`config.mk`:
```
export PLATFORM = sky130hd
export DESIGN_NAME = klotski_motor_driver
export DESIGN_NICKNAME = d
export VERILOG_FILES = /design/src/rtl/klotski_motor_driver.sv
export SDC_FILE = /design/constraint.sdc
export NUM_CORES = 1
export LEC_CHECK = 0
export ABC_AREA = 1
export CORE_ASPECT_RATIO = 1.4
export CORE_MARGIN = 2
export CORE_UTILIZATION = 32
export DETAILED_ROUTE_END_ITERATION = 7
export PLACE_DENSITY_LB_ADDON = 0.25
export RECOVER_POWER = 25
export SYNTH_ARGS = -nofsm -noshare
export SYNTH_HDL_FRONTEND = slang
export SYNTH_SLANG_ARGS = --single-unit
```
`constraint.sdc`:
```
create_clock -name i_clk -period 5.66 [get_ports i_clk]
set_input_delay 1.698 -clock i_clk [delete_from_list [all_inputs] [get_ports i_clk]]
set_output_delay 1.698 -clock i_clk [all_outputs]
set_load 0.01 [all_outputs]
```
`src/rtl/klotski_motor_driver.sv`:
```
// Purpose : executes one 15-puzzle tile move on an X/Y stepper gantry with an electromagnet
//           (travel to source, grab, carry to destination, release, pulse done).
// Latency : done in cycle 1 + (2*STEP_HALF*d1 + 1) + SETTLE + (2*STEP_HALF*d2 + 1) + SETTLE after i_en.
// Backpressure: none; i_en is only accepted while idle (busy low), requests while busy are dropped.
// Ports   : i_clk, i_rst_n (async, active-low); i_en/i_start_block/i_end_block move request;
//           o_busy, o_done status; o_step_x/y, o_dir_x/y stepper drive; o_magnet; o_pos_x/y head position.
module klotski_motor_driver #(
  parameter int STEPS_PER_CELL = 200,
  parameter int STEP_HALF      = 2500,
  parameter int SETTLE_CYCLES  = 500000,
  parameter int POS_W          = 16
) (
  input  logic             i_clk,
  input  logic             i_rst_n,
  input  logic             i_en,
  input  logic [3:0]       i_start_block,
  input  logic [3:0]       i_end_block,
  output logic             o_busy,
  output logic             o_done,
  output logic             o_step_x,
  output logic             o_step_y,
  output logic             o_dir_x,
  output logic             o_dir_y,
  output logic             o_magnet,
  output logic [POS_W-1:0] o_pos_x,
  output logic [POS_W-1:0] o_pos_y
);

  typedef enum logic [2:0] {
    S_IDLE, S_GOTO_SRC, S_GRAB, S_CARRY, S_RELEASE, S_DONE
  } state_t;

  localparam int CW = $clog2(2 * STEP_HALF);
  localparam int WW = $clog2(SETTLE_CYCLES + 1);
  localparam logic [CW-1:0]    HI_START    = CW'(STEP_HALF - 1);
  localparam logic [CW-1:0]    PH_LAST     = CW'(2 * STEP_HALF - 1);
  localparam logic [WW-1:0]    SETTLE_LAST = WW'(SETTLE_CYCLES - 1);
  localparam logic [POS_W-1:0] SPC         = POS_W'(STEPS_PER_CELL);

  state_t           state, state_next;
  logic [POS_W-1:0] tgt_x, tgt_y;
  logic [3:0]       end_blk;
  logic             stepping;   // a step (low + high phase) is in progress
  logic             step_on_y;  // axis of the step in progress
  logic [CW-1:0]    ph_cnt;     // cycle index within the current step, 0 = evaluation cycle
  logic [WW-1:0]    wait_cnt;
  logic             motion, move_x, move_y;

  function automatic logic [POS_W-1:0] cell_coord(input logic [1:0] c);
    return POS_W'(c) * SPC;
  endfunction

  assign motion   = (state == S_GOTO_SRC) || (state == S_CARRY);
  assign move_x   = (o_pos_x != tgt_x);
  assign move_y   = (o_pos_y != tgt_y);

  // Status outputs are pure decodes of the state register so reset clears them at once.
  assign o_busy   = (state != S_IDLE);
  assign o_done   = (state == S_DONE);
  assign o_magnet = (state == S_GRAB) || (state == S_CARRY);

  always_ff @(posedge i_clk or negedge i_rst_n) begin
    if (!i_rst_n) state <= S_IDLE;
    else          state <= state_next;
  end

  always_comb begin
    state_next = state;
    case (state)
      S_IDLE:     if (i_en) state_next = S_GOTO_SRC;
      S_GOTO_SRC: if (!stepping && !move_x && !move_y) state_next = S_GRAB;
      S_GRAB:     if (wait_cnt == SETTLE_LAST) state_next = S_CARRY;
      S_CARRY:    if (!stepping && !move_x && !move_y) state_next = S_RELEASE;
      S_RELEASE:  if (wait_cnt == SETTLE_LAST) state_next = S_DONE;
      S_DONE:     state_next = S_IDLE;
      default:    state_next = S_IDLE;
    endcase
  end

  always_ff @(posedge i_clk or negedge i_rst_n) begin
    if (!i_rst_n) begin
      tgt_x     <= '0;
      tgt_y     <= '0;
      end_blk   <= '0;
      stepping  <= 1'b0;
      step_on_y <= 1'b0;
      ph_cnt    <= '0;
      wait_cnt  <= '0;
      o_step_x  <= 1'b0;
      o_step_y  <= 1'b0;
      o_dir_x   <= 1'b0;
      o_dir_y   <= 1'b0;
      o_pos_x   <= '0;
      o_pos_y   <= '0;
    end else begin
      if (state == S_IDLE && i_en) begin
        tgt_x   <= cell_coord(i_start_block[1:0]);
        tgt_y   <= cell_coord(i_start_block[3:2]);
        end_blk <= i_end_block;
      end
      if (state == S_GRAB && state_next == S_CARRY) begin
        tgt_x <= cell_coord(end_blk[1:0]);
        tgt_y <= cell_coord(end_blk[3:2]);
      end

      // Settle counter runs only while dwelling in a magnet wait state.
      if ((state == S_GRAB || state == S_RELEASE) && state_next == state)
        wait_cnt <= wait_cnt + 1'b1;
      else
        wait_cnt <= '0;

      if (motion) begin
        if (!stepping) begin
          // Evaluation cycle doubles as the first low-phase cycle of a new step.
          if (move_x || move_y) begin
            stepping  <= 1'b1;
            step_on_y <= !move_x;
            ph_cnt    <= CW'(1);
            if (move_x) o_dir_x <= (tgt_x > o_pos_x);
            else        o_dir_y <= (tgt_y > o_pos_y);
            if (HI_START == '0) begin
              if (move_x) o_step_x <= 1'b1;
              else        o_step_y <= 1'b1;
            end
          end
        end else begin
          ph_cnt <= ph_cnt + 1'b1;
          if (ph_cnt == HI_START) begin
            if (step_on_y) o_step_y <= 1'b1;
            else           o_step_x <= 1'b1;
          end
          if (ph_cnt == PH_LAST) begin
            stepping <= 1'b0;
            ph_cnt   <= '0;
            o_step_x <= 1'b0;
            o_step_y <= 1'b0;
            if (step_on_y) o_pos_y <= o_dir_y ? o_pos_y + 1'b1 : o_pos_y - 1'b1;
            else           o_pos_x <= o_dir_x ? o_pos_x + 1'b1 : o_pos_x - 1'b1;
          end
        end
      end
    end
  end

endmodule

```
* Word-level counts from Yosys, hierarchy flattened
Cells that the tools add are included.
** Word-level totals
- Output and inout port bits :: 39
- Register bits after elaboration :: 109
- Logic and storage cells :: 93
- Bits of input ports :: 11
** Operators by class
- Eq/ne operators :: 13
- Add/sub/neg operators :: 6
- Order comparisons :: 2
- Reduce and logical (&&, ||, !) cells :: 26
- Bitwise gates (word level) :: 3
- Multiply operators :: 4
- Muxes and demuxes :: 25
** Operator list (count)
- two-way mux 16 bit :: 6
- two-way mux 13 bit :: 3
- adder 16 x 1 -> 16 bit, second input constant :: 2
- greater-than comparator 16 bit :: 2
- != test 16 bit :: 2
- subtractor 16 x 1 -> 16 bit, second input constant :: 2
- multiplier 2 x 5 -> 7 bit, second input constant :: 4
- AND reduction 4 bit :: 6
- adder 19 x 1 -> 19 bit, second input constant :: 1
- == test 19 bit, second input constant :: 1
- two-way mux 19 bit :: 1
- two-way mux 3 bit :: 5
- one-hot mux 3 bit (5 select lines) :: 1
- adder 13 x 1 -> 13 bit, second input constant :: 1
- == test 13 x 12 -> 1 bit, second input constant :: 1
- == test 13 bit, second input constant :: 1
- == test 3 x 2 -> 1 bit, second input constant :: 3
- two-way mux 1 bit :: 9
- nonzero test 2 bit :: 4
- == test 3 bit, second input constant :: 2
- logical AND 1 bit :: 5
- logical OR 1 bit :: 4
- == test 3 x 1 -> 1 bit, second input constant :: 1
- == test 3 bit :: 1
- other kinds (7) :: 11

* Depth between registers and ports, before layout
Gate-level depths: netlist of run 1.
- Depth after elaboration :: 9
- Gate-level depth with buffers :: 13
- Gate-level depth less buffers :: 12

* Worst setup path after synthesis of run 1
OpenSTA, ideal clock, no wires.
- Path kind :: reg-to-output
- Start :: reg state[0]
- End :: out o_done
- Buffers on the path :: 1
- Cell stages (with the launch flop) :: 4
- Path slack :: 2.910 ns
- Data required time :: 3.962 ns
- Data arrival time :: 1.052 ns
- Path through :: dfrtp_1 inv_1 clkbuf_1 nor3_1
** Between the ends
- Word-level cells in the longest chain between the ends :: 1
** Ends and longest elaborated chain
- start: declaration :: RTL line 40 : state_t state, state_next;
- start signal: assignment :: RTL line 64 : else state <= state_next;
- == test 3 bit :: RTL line 59 : assign o_done = (state == S_DONE);
- end: declaration :: RTL line 19 : output logic o_done,
No other way between the ends.

==> summary.txt, run 1 <==
WORST SETUP PATH
--------------------------------------------------------------------------------------
Longest individual stage delay on the worst path                               1.76 ns
Highest-delay cell along the critical path                                    clkbuf_1
CP max FO                                                                           45
Buffering stage count on the worst path with inverters included                      2
Arrival time at the worst endpoint                                             4.26 ns
Largest delay contributor family on the critical path                     buffers and inverters
Data required time of the critical path                                        6.12 ns
Critical path, cell by cell                                               clkbuf_1, buf_4
Critical Setup Path Class                                                 input pin to async pin
Critical Path Source Type                                                    input pin
Nature of the critical path endpoint                                         async pin

STA
--------------------------------------------------------------------------------------
Setup tns final                                                                   0 ns
Final Hold Viols                                                                     0
Max-Slew Margin vs Limit                                                       -69.69%
Setup-violating endpoint count in the final report                                   0
Achievable clock frequency                                                   263.1 MHz
RSZ-0062 raised after global routing                                                no
Minimum clock period after layout                                             3.801 ns
Transition time at the pin with the least slew margin                         2.545 ns
Worst Slack Setup Final                                                       1.859 ns
Max Slew Vio Count                                                                  61
Clock skew after layout                                                     0.01233 ns
Final worst path period share                                                   67.16%

FLOORPLAN
--------------------------------------------------------------------------------------
Core Area                                                                    20400 um2
Overall die area                                                             21800 um2
Placement Rows                                                                      62
Die height                                                                    173.9 um
Chip width                                                                    125.4 um
Initial Util                                                                    32.34%
Top-Level Pins                                                                      50

YOSYS
--------------------------------------------------------------------------------------
Number of distinct standard cells referenced by the synthesized netlist             34
Synthesized Nets                                                                  1031
Number of flops mapped to enable cells by yosys                                      0
Synth Area per Inst                                                          6.816 um2
Synth warn                                                                           0
Most frequently used cell type in the post-synthesis netlist                   nand2_1
Top post-synthesis cells by count                                         339 x nand2_1, 133 x inv_1, 87 x dfrtp_1, 82 x nor2_1, 68 x nand3_1
Flip-flop cell with the highest count after synthesis                          dfrtp_1
Seq cells post-synth                                                                87
Yosys top cell area share                                                       33.00%
Number of cells produced by synthesis                                              968
Leading cell types by total area after synthesis                          dfrtp_1 33%, nand2_1 19%, ha_1 9.5%
FFs w/ async S/R, synth                                                         100.0%
Cell accounting for the most synthesized area                                  dfrtp_1
Portion of the post-synthesis area used by sequential elements                  33.00%
Synthesized area                                                              6598 um2

GLOBAL ROUTE
--------------------------------------------------------------------------------------
Number of global-route vias before repair                                         5900
Total global routing overflow                                                        0
Wire length of the first global-routing pass                                  28610 um
Tot GR Track Use                                                                15.99%
Antenna violations before repair                                                     0
Pin count of the biggest net entering global routing                                46

POWER AND IR DROP
--------------------------------------------------------------------------------------
Pleak                                                                      0.003830 uW
Peak supply drop                                                             0.1072 mV
Power per unit of standard cell area                                      166.3 nW/um2

CLOCK TREE
--------------------------------------------------------------------------------------
Maximum clock path buffer count                                                      2
H-Tree Level Count                                                                   3
Number of cells upsized or downsized after cts                                       0
Later-pin clock latency in the skew report                                     0.36 ns
Clock Pin Slew Worst Setup and Hold Paths                                      0.07 ns
Num Clock Sinks                                                                     87
Post-CTS Hold Buffers                                                                0
TritonCTS buffer count                                                               9
Clk root buf                                                                 clkbuf_16
Post-CTS Repair Setup Buffers                                                        0
Clock tree from TritonCTS                                                        built

PLACE
--------------------------------------------------------------------------------------
Minimum setup slack after placement                                           2.315 ns
RePlAce Congestion                                                              0.8461
Buffers added on ports                                                              49
Detailed Place HPWL                                                           12710 um

ROUTE
--------------------------------------------------------------------------------------
Total wire length                                                             16740 um
Vias                                                                              6037
Pre-antenna DRT Iters                                                                5
Max layer used                                                                    met4
Post-route ant nets                                                                  0
Met1 Routed Length                                                             7805 um
Post-route DRC                                                                       0
Met2 wire length                                                               8095 um
Detailed Route Iter0 Violations                                                    320
Met3 routed wirelength                                                          410 um
WL/cell                                                                       13.12 um
Per-cell via count in the routed design                                          4.731

OUTCOME
--------------------------------------------------------------------------------------
Result of the run                                                         finished with violations
Failing checks                                                            max-capacitance violations, max-slew violations

LAYOUT
--------------------------------------------------------------------------------------
Total number of nets in the final design                                          1078
Fill cell instance count of the final layout                                      2188
Area growth from synthesis to layout                                            15.06%
Fin util                                                                        37.21%
Layout cells sized above 1                                                      3.824%
Count of antenna diodes in the layout                                                0

WORST HOLD PATH
--------------------------------------------------------------------------------------
Kind of path behind the tightest hold check                               flop to flop

FLOW RUN
--------------------------------------------------------------------------------------
Max-cap violations                                                                   2

-- cells by family (layout without fill, tap and decap cells) --
group	Yosys count	after routing	share of synthesized area, %
DFF	87	87	33.00
AOI/OAI and AO/OA	67	67	5.291
buffers and inverters	153	205	9.330
muxes	2	2	0.3413
xor gates and xnor gates	29	29	3.850
and+or+nand+nor	578	578	38.10
adders and majority gates	52	52	10.09
-- stage by stage --
step           std cells  power (uW)  area, um2  hold WS (ns)
6_report            1276        1263       7591        0.4995
3_3_place_gp        1260       662.1       7320        0.4861
2_1_floorplan        968       638.9       6598        0.4528
4_1_cts             1276        1279       7611        0.5015
5_1_grt             1276        1309       7591        0.5248
3_5_place_dp        1260       661.9       7320        0.4856
-- power by group --
| part | internal [uW] | leakage (uW) | total (uW) | switching, uW |
|---|---|---|---|---|
| Sequential | 621 | 0.00112 | 621 | 0 |
| Combinational | 8.76 | 0.00257 | 26.6 | 17.9 |
| Clock | 343 | 0.000136 | 615 | 272 |
| Total | 973 | 0.00383 | 1260 | 289 |
-- worst paths after layout --
path	from	endpoint	slack [ns]	depth (start not counted)
min	tgt_y[9]$_DFFE_PN0P_	tgt_y[9]$_DFFE_PN0P_	0.50	2
min in group asynchronous	i_rst_n	o_pos_y[13]$_DFFE_PN0P_	2.13	1
max reg2reg	ph_cnt[0]$_DFFE_PN0P_	o_pos_x[5]$_DFFE_PN0P_	2.27	7
min reg2reg	tgt_y[9]$_DFFE_PN0P_	tgt_y[9]$_DFFE_PN0P_	0.50	2
max	i_rst_n	wait_cnt[12]$_DFF_PN0_	1.86	2
max in group i_clk	state[0]$_DFF_PN0_	o_done	2.09	3
-- worst min-delay path, cell delays in order (launching register included) --
cell and delay (ns):
dfrtp_1 0.36, nand2_1 0.06, nand2_1 0.05
-- layout make-up --
cell class / count / area [um2] / area share, %
tap: 256 / 320.3 / 4.220
clock buffer: 11 / 232.7 / 3.066
sequential: 87 / 2177 / 28.68
inverter: 139 / 521.8 / 6.873
multi-input combinational: 728 / 3789 / 49.91
timing repair buffer: 50 / 491.7 / 6.478
clock inverter: 5 / 58.81 / 0.7747
-- cells in the final DEF, fill, tap and decap left out, types with 2 or more instances in the layout --
master / count
inv_2: 6
fa_1: 2
nor2_1: 82
xnor2_1: 11
inv_1: 133
nand2_2: 4
nand2_1: 339
o21ai_0: 25
ha_1: 50
mux2_2: 2
o21ai_1: 6
clkbuf_16: 9
clkdlybuf4s50_1: 48
xor2_1: 18
nor2_2: 5
nor3_1: 23
o21bai_1: 4
a21oi_1: 30
dfrtp_1: 87
nand3_1: 68
clkinvlp_4: 2
nand3b_1: 7
clkbuf_1: 3
and2_1: 5
nor3_2: 2
nand4_1: 38
-- sequential cells by signal, summed over array words and instances, names as in the netlist --
signal	count
wait_cnt	19
o_pos_x	16
o_pos_y	16
ph_cnt	13
tgt_x	5
tgt_y	5
end_blk	4
state	3
o_dir_x	1
o_dir_y	1
o_step_x	1
o_step_y	1
step_on_y	1
stepping	1
-- per-layer routing --
metal / up-vias / GRT usage, %
li1: 3184 / -
met1: 2751 / 19.66
met2: 75 / 28.17
met3: 27 / 2.524
met4: 0 / 5.880
met5: - / 0
No activity file was read; power rests on OpenSTA's default activity.
==> run 2: changes to the inputs <==
Clock period 5.66 ns to 3.3 ns, I/O delays scaled along.
==> summary.txt, run 2 (synthesized netlist as in run 1, its figures left out) <==
WORST SETUP PATH
------------------------------------------------------------------------------
Longest individual stage delay on the worst path                       0.62 ns   -1.14 ns
CP max FO                                                                   12   -73%
Nature of the critical path endpoint                                output pin
Highest-delay cell along the critical path                        clkdlybuf4s50_1
Data required time of the critical path                                2.31 ns   -3.81 ns
Critical Path Source Type                                                 flop
Arrival time at the worst endpoint                                     1.84 ns   -2.42 ns
Buffering stage count on the worst path with inverters included              3   +1
Worst setup path startpoint                                       state[2]$_DFF_PN0_
Largest delay contributor family on the critical path             buffers and inverters
Crit Reg-Reg Startpoint                                           wait_cnt[0]$_DFF_PN0_
Critical path, cell by cell                                       inv_2, nand2_1, inv_1, clkdlybuf4s50_1
Critical Setup Path Class                                         flop to output pin

CLOCK TREE
------------------------------------------------------------------------------
Post-CTS Hold Buffers                                                        0   unchanged
Post-CTS Repair Setup Buffers                                                0   unchanged
Clk root buf                                                         clkbuf_16
Num Clock Sinks                                                             87   unchanged
Clock tree from TritonCTS                                                built
TritonCTS buffer count                                                       9   unchanged
Later-pin clock latency in the skew report                             0.35 ns   about the same
Maximum clock path buffer count                                              2   unchanged
H-Tree Level Count                                                           3   unchanged
Clock Pin Slew Worst Setup and Hold Paths                              0.07 ns   about the same
Number of cells upsized or downsized after cts                               0   unchanged

FLOORPLAN
------------------------------------------------------------------------------
Placement Rows                                                              62   unchanged
Core Area                                                            20400 um2   unchanged
Die height                                                            173.9 um   unchanged
Top-Level Pins                                                              50   unchanged
Chip width                                                            125.4 um   unchanged
Overall die area                                                     21800 um2   unchanged
Initial Util                                                            32.34%   unchanged

GLOBAL ROUTE
------------------------------------------------------------------------------
Tot GR Track Use                                                        16.09%   +0.093 points
Number of global-route vias before repair                                 5962   +1.1%
Total global routing overflow                                                0   unchanged
Antenna violations before repair                                             0   unchanged
Pin count of the biggest net entering global routing                        57   +24%
Wire length of the first global-routing pass                          28810 um   +0.72%

LAYOUT
------------------------------------------------------------------------------
Fill cell instance count of the final layout                              2230   +1.9%
Register with the most flip-flops                                     wait_cnt
Largest registers                                                 wait_cnt: 19 flops, o_pos_x: 16 flops, o_pos_y: 16 flops
Layout cells sized above 1                                              4.310%   +0.49 points
Max reg flops                                                               19   unchanged
Highest-count cells in the layout ignoring fill and taps          339 x nand2_1, 133 x inv_1, 87 x dfrtp_1
Count of antenna diodes in the layout                                        0   unchanged
Post-Layout Cell Count                                                    1277   +0.078%
Commonest non-fill, non-tap cell in the layout                         nand2_1
Total number of nets in the final design                                  1079   +0.093%
Design area                                                           7621 um2   +0.40%
Area growth from synthesis to layout                                    15.51%

STA
------------------------------------------------------------------------------
Final worst path period share                                           85.66%
Achievable clock frequency                                           353.8 MHz
Max-Slew Margin vs Limit                                               -31.80%   +38 points
Clock skew after layout                                            0.007207 ns   -0.005125 ns
Max Slew Vio Count                                                          32   -48%
RSZ-0062 raised after global routing                                        no
Minimum clock period after layout                                     2.827 ns
Setup tns final                                                           0 ns   unchanged
Final Hold Viols                                                             0   unchanged
Setup-violating endpoint count in the final report                           0   unchanged
Transition time at the pin with the least slew margin                 1.977 ns   -0.5683 ns

ROUTE
------------------------------------------------------------------------------
Vias                                                                      6037   unchanged
Detailed Route Iter0 Violations                                            329   +2.8%
Pre-antenna DRT Iters                                                        4   -1
Per-cell via count in the routed design                                  4.727   about the same
WL/cell                                                               13.03 um   -0.65%
Total wire length                                                     16640 um   -0.57%
Post-route ant nets                                                          0   unchanged
Post-route DRC                                                               0   unchanged

OUTCOME
------------------------------------------------------------------------------
Result of the run                                                 finished with violations
Failing checks                                                    max-capacitance violations, max-slew violations

FLOW RUN
------------------------------------------------------------------------------
Max-cap violations                                                           1   -1

POWER AND IR DROP
------------------------------------------------------------------------------
Power per unit of standard cell area                              279.3 nW/um2   +68%
Pleak                                                              0.003838 uW   +0.22%
Peak supply drop                                                     0.2441 mV   +130%

WORST HOLD PATH
------------------------------------------------------------------------------
Kind of path behind the tightest hold check                       flop to flop
Hold_sp                                                           tgt_x[4]$_DFFE_PN0P_

PLACE
------------------------------------------------------------------------------
Buffers added on ports                                                      49   unchanged
Detailed Place HPWL                                                   12860 um   +1.2%
Dpl cells                                                                 1261   +0.079%
RePlAce Congestion                                                      0.8631   +2.0%
Dpl cell area                                                         7340 um2   +0.27%

-- run 2: worst min-delay path, stage by stage, from the launching register on --
cell and delay, ns:
dfrtp_1 0.35, nand2_1 0.06, nand2_1 0.06
-- run 2: final timing paths --
| kind | end | slack (ns) | cells after the start |
|---|---|---|---|
| max | o_magnet | 0.47 | 4 |
| max in group asynchronous | o_pos_x[4]$_DFFE_PN0P_ | 0.97 | 1 |
| min | tgt_x[4]$_DFFE_PN0P_ | 0.49 | 2 |
| min reg2reg | tgt_x[4]$_DFFE_PN0P_ | 0.49 | 2 |
| max reg2reg | tgt_y[7]$_DFFE_PN0P_ | 0.88 | 10 |
| min in group asynchronous | o_pos_y[10]$_DFFE_PN0P_ | 1.19 | 1 |
-- run 2: per-stage QoR --
stage                     total power [uW]  util (%)  hold WS (ns)  setup slack (ns)
final                                 2129     37.35        0.4889            0.4733
after floorplan                       1096         -        0.4528             1.258
after global placement                1138     35.97        0.4817            0.6329
after global routing                  2204     37.35        0.5409            0.3392
after detailed placement              1138     35.97        0.4757            0.6588
after CTS                             2160     37.37        0.4937            0.4575
-- run 2: area by class of cell --
cell class                 instances  area [um2]  share of cell area [%]
clock inverter                     6       46.29                  0.6075
timing repair buffer              51       511.7                   6.715
multi-input combinational        728        3805                   49.93
inverter                         139       521.8                   6.846
sequential                        87        2177                   28.57
clock buffer                      10       239.0                   3.136
tap                              256       320.3                   4.203
-- run 2: power by group --
part           internal (uW)  switching (uW)
Combinational           16.8            31.3
Clock                    535             480
Sequential              1070               0
Total                   1620             512
-- run 2: per-layer routing --
| layer | vias up | global-route usage (%) | wire, um |
|---|---|---|---|
| li1 | 3187 | - | - |
| met5 | - | 0 | 0 |
| met1 | 2775 | 19.49 | 7714 |
| met3 | 17 | 2.093 | 353 |
| met2 | 58 | 28.99 | 8291 |
| met4 | 0 | 5.926 | 283 |
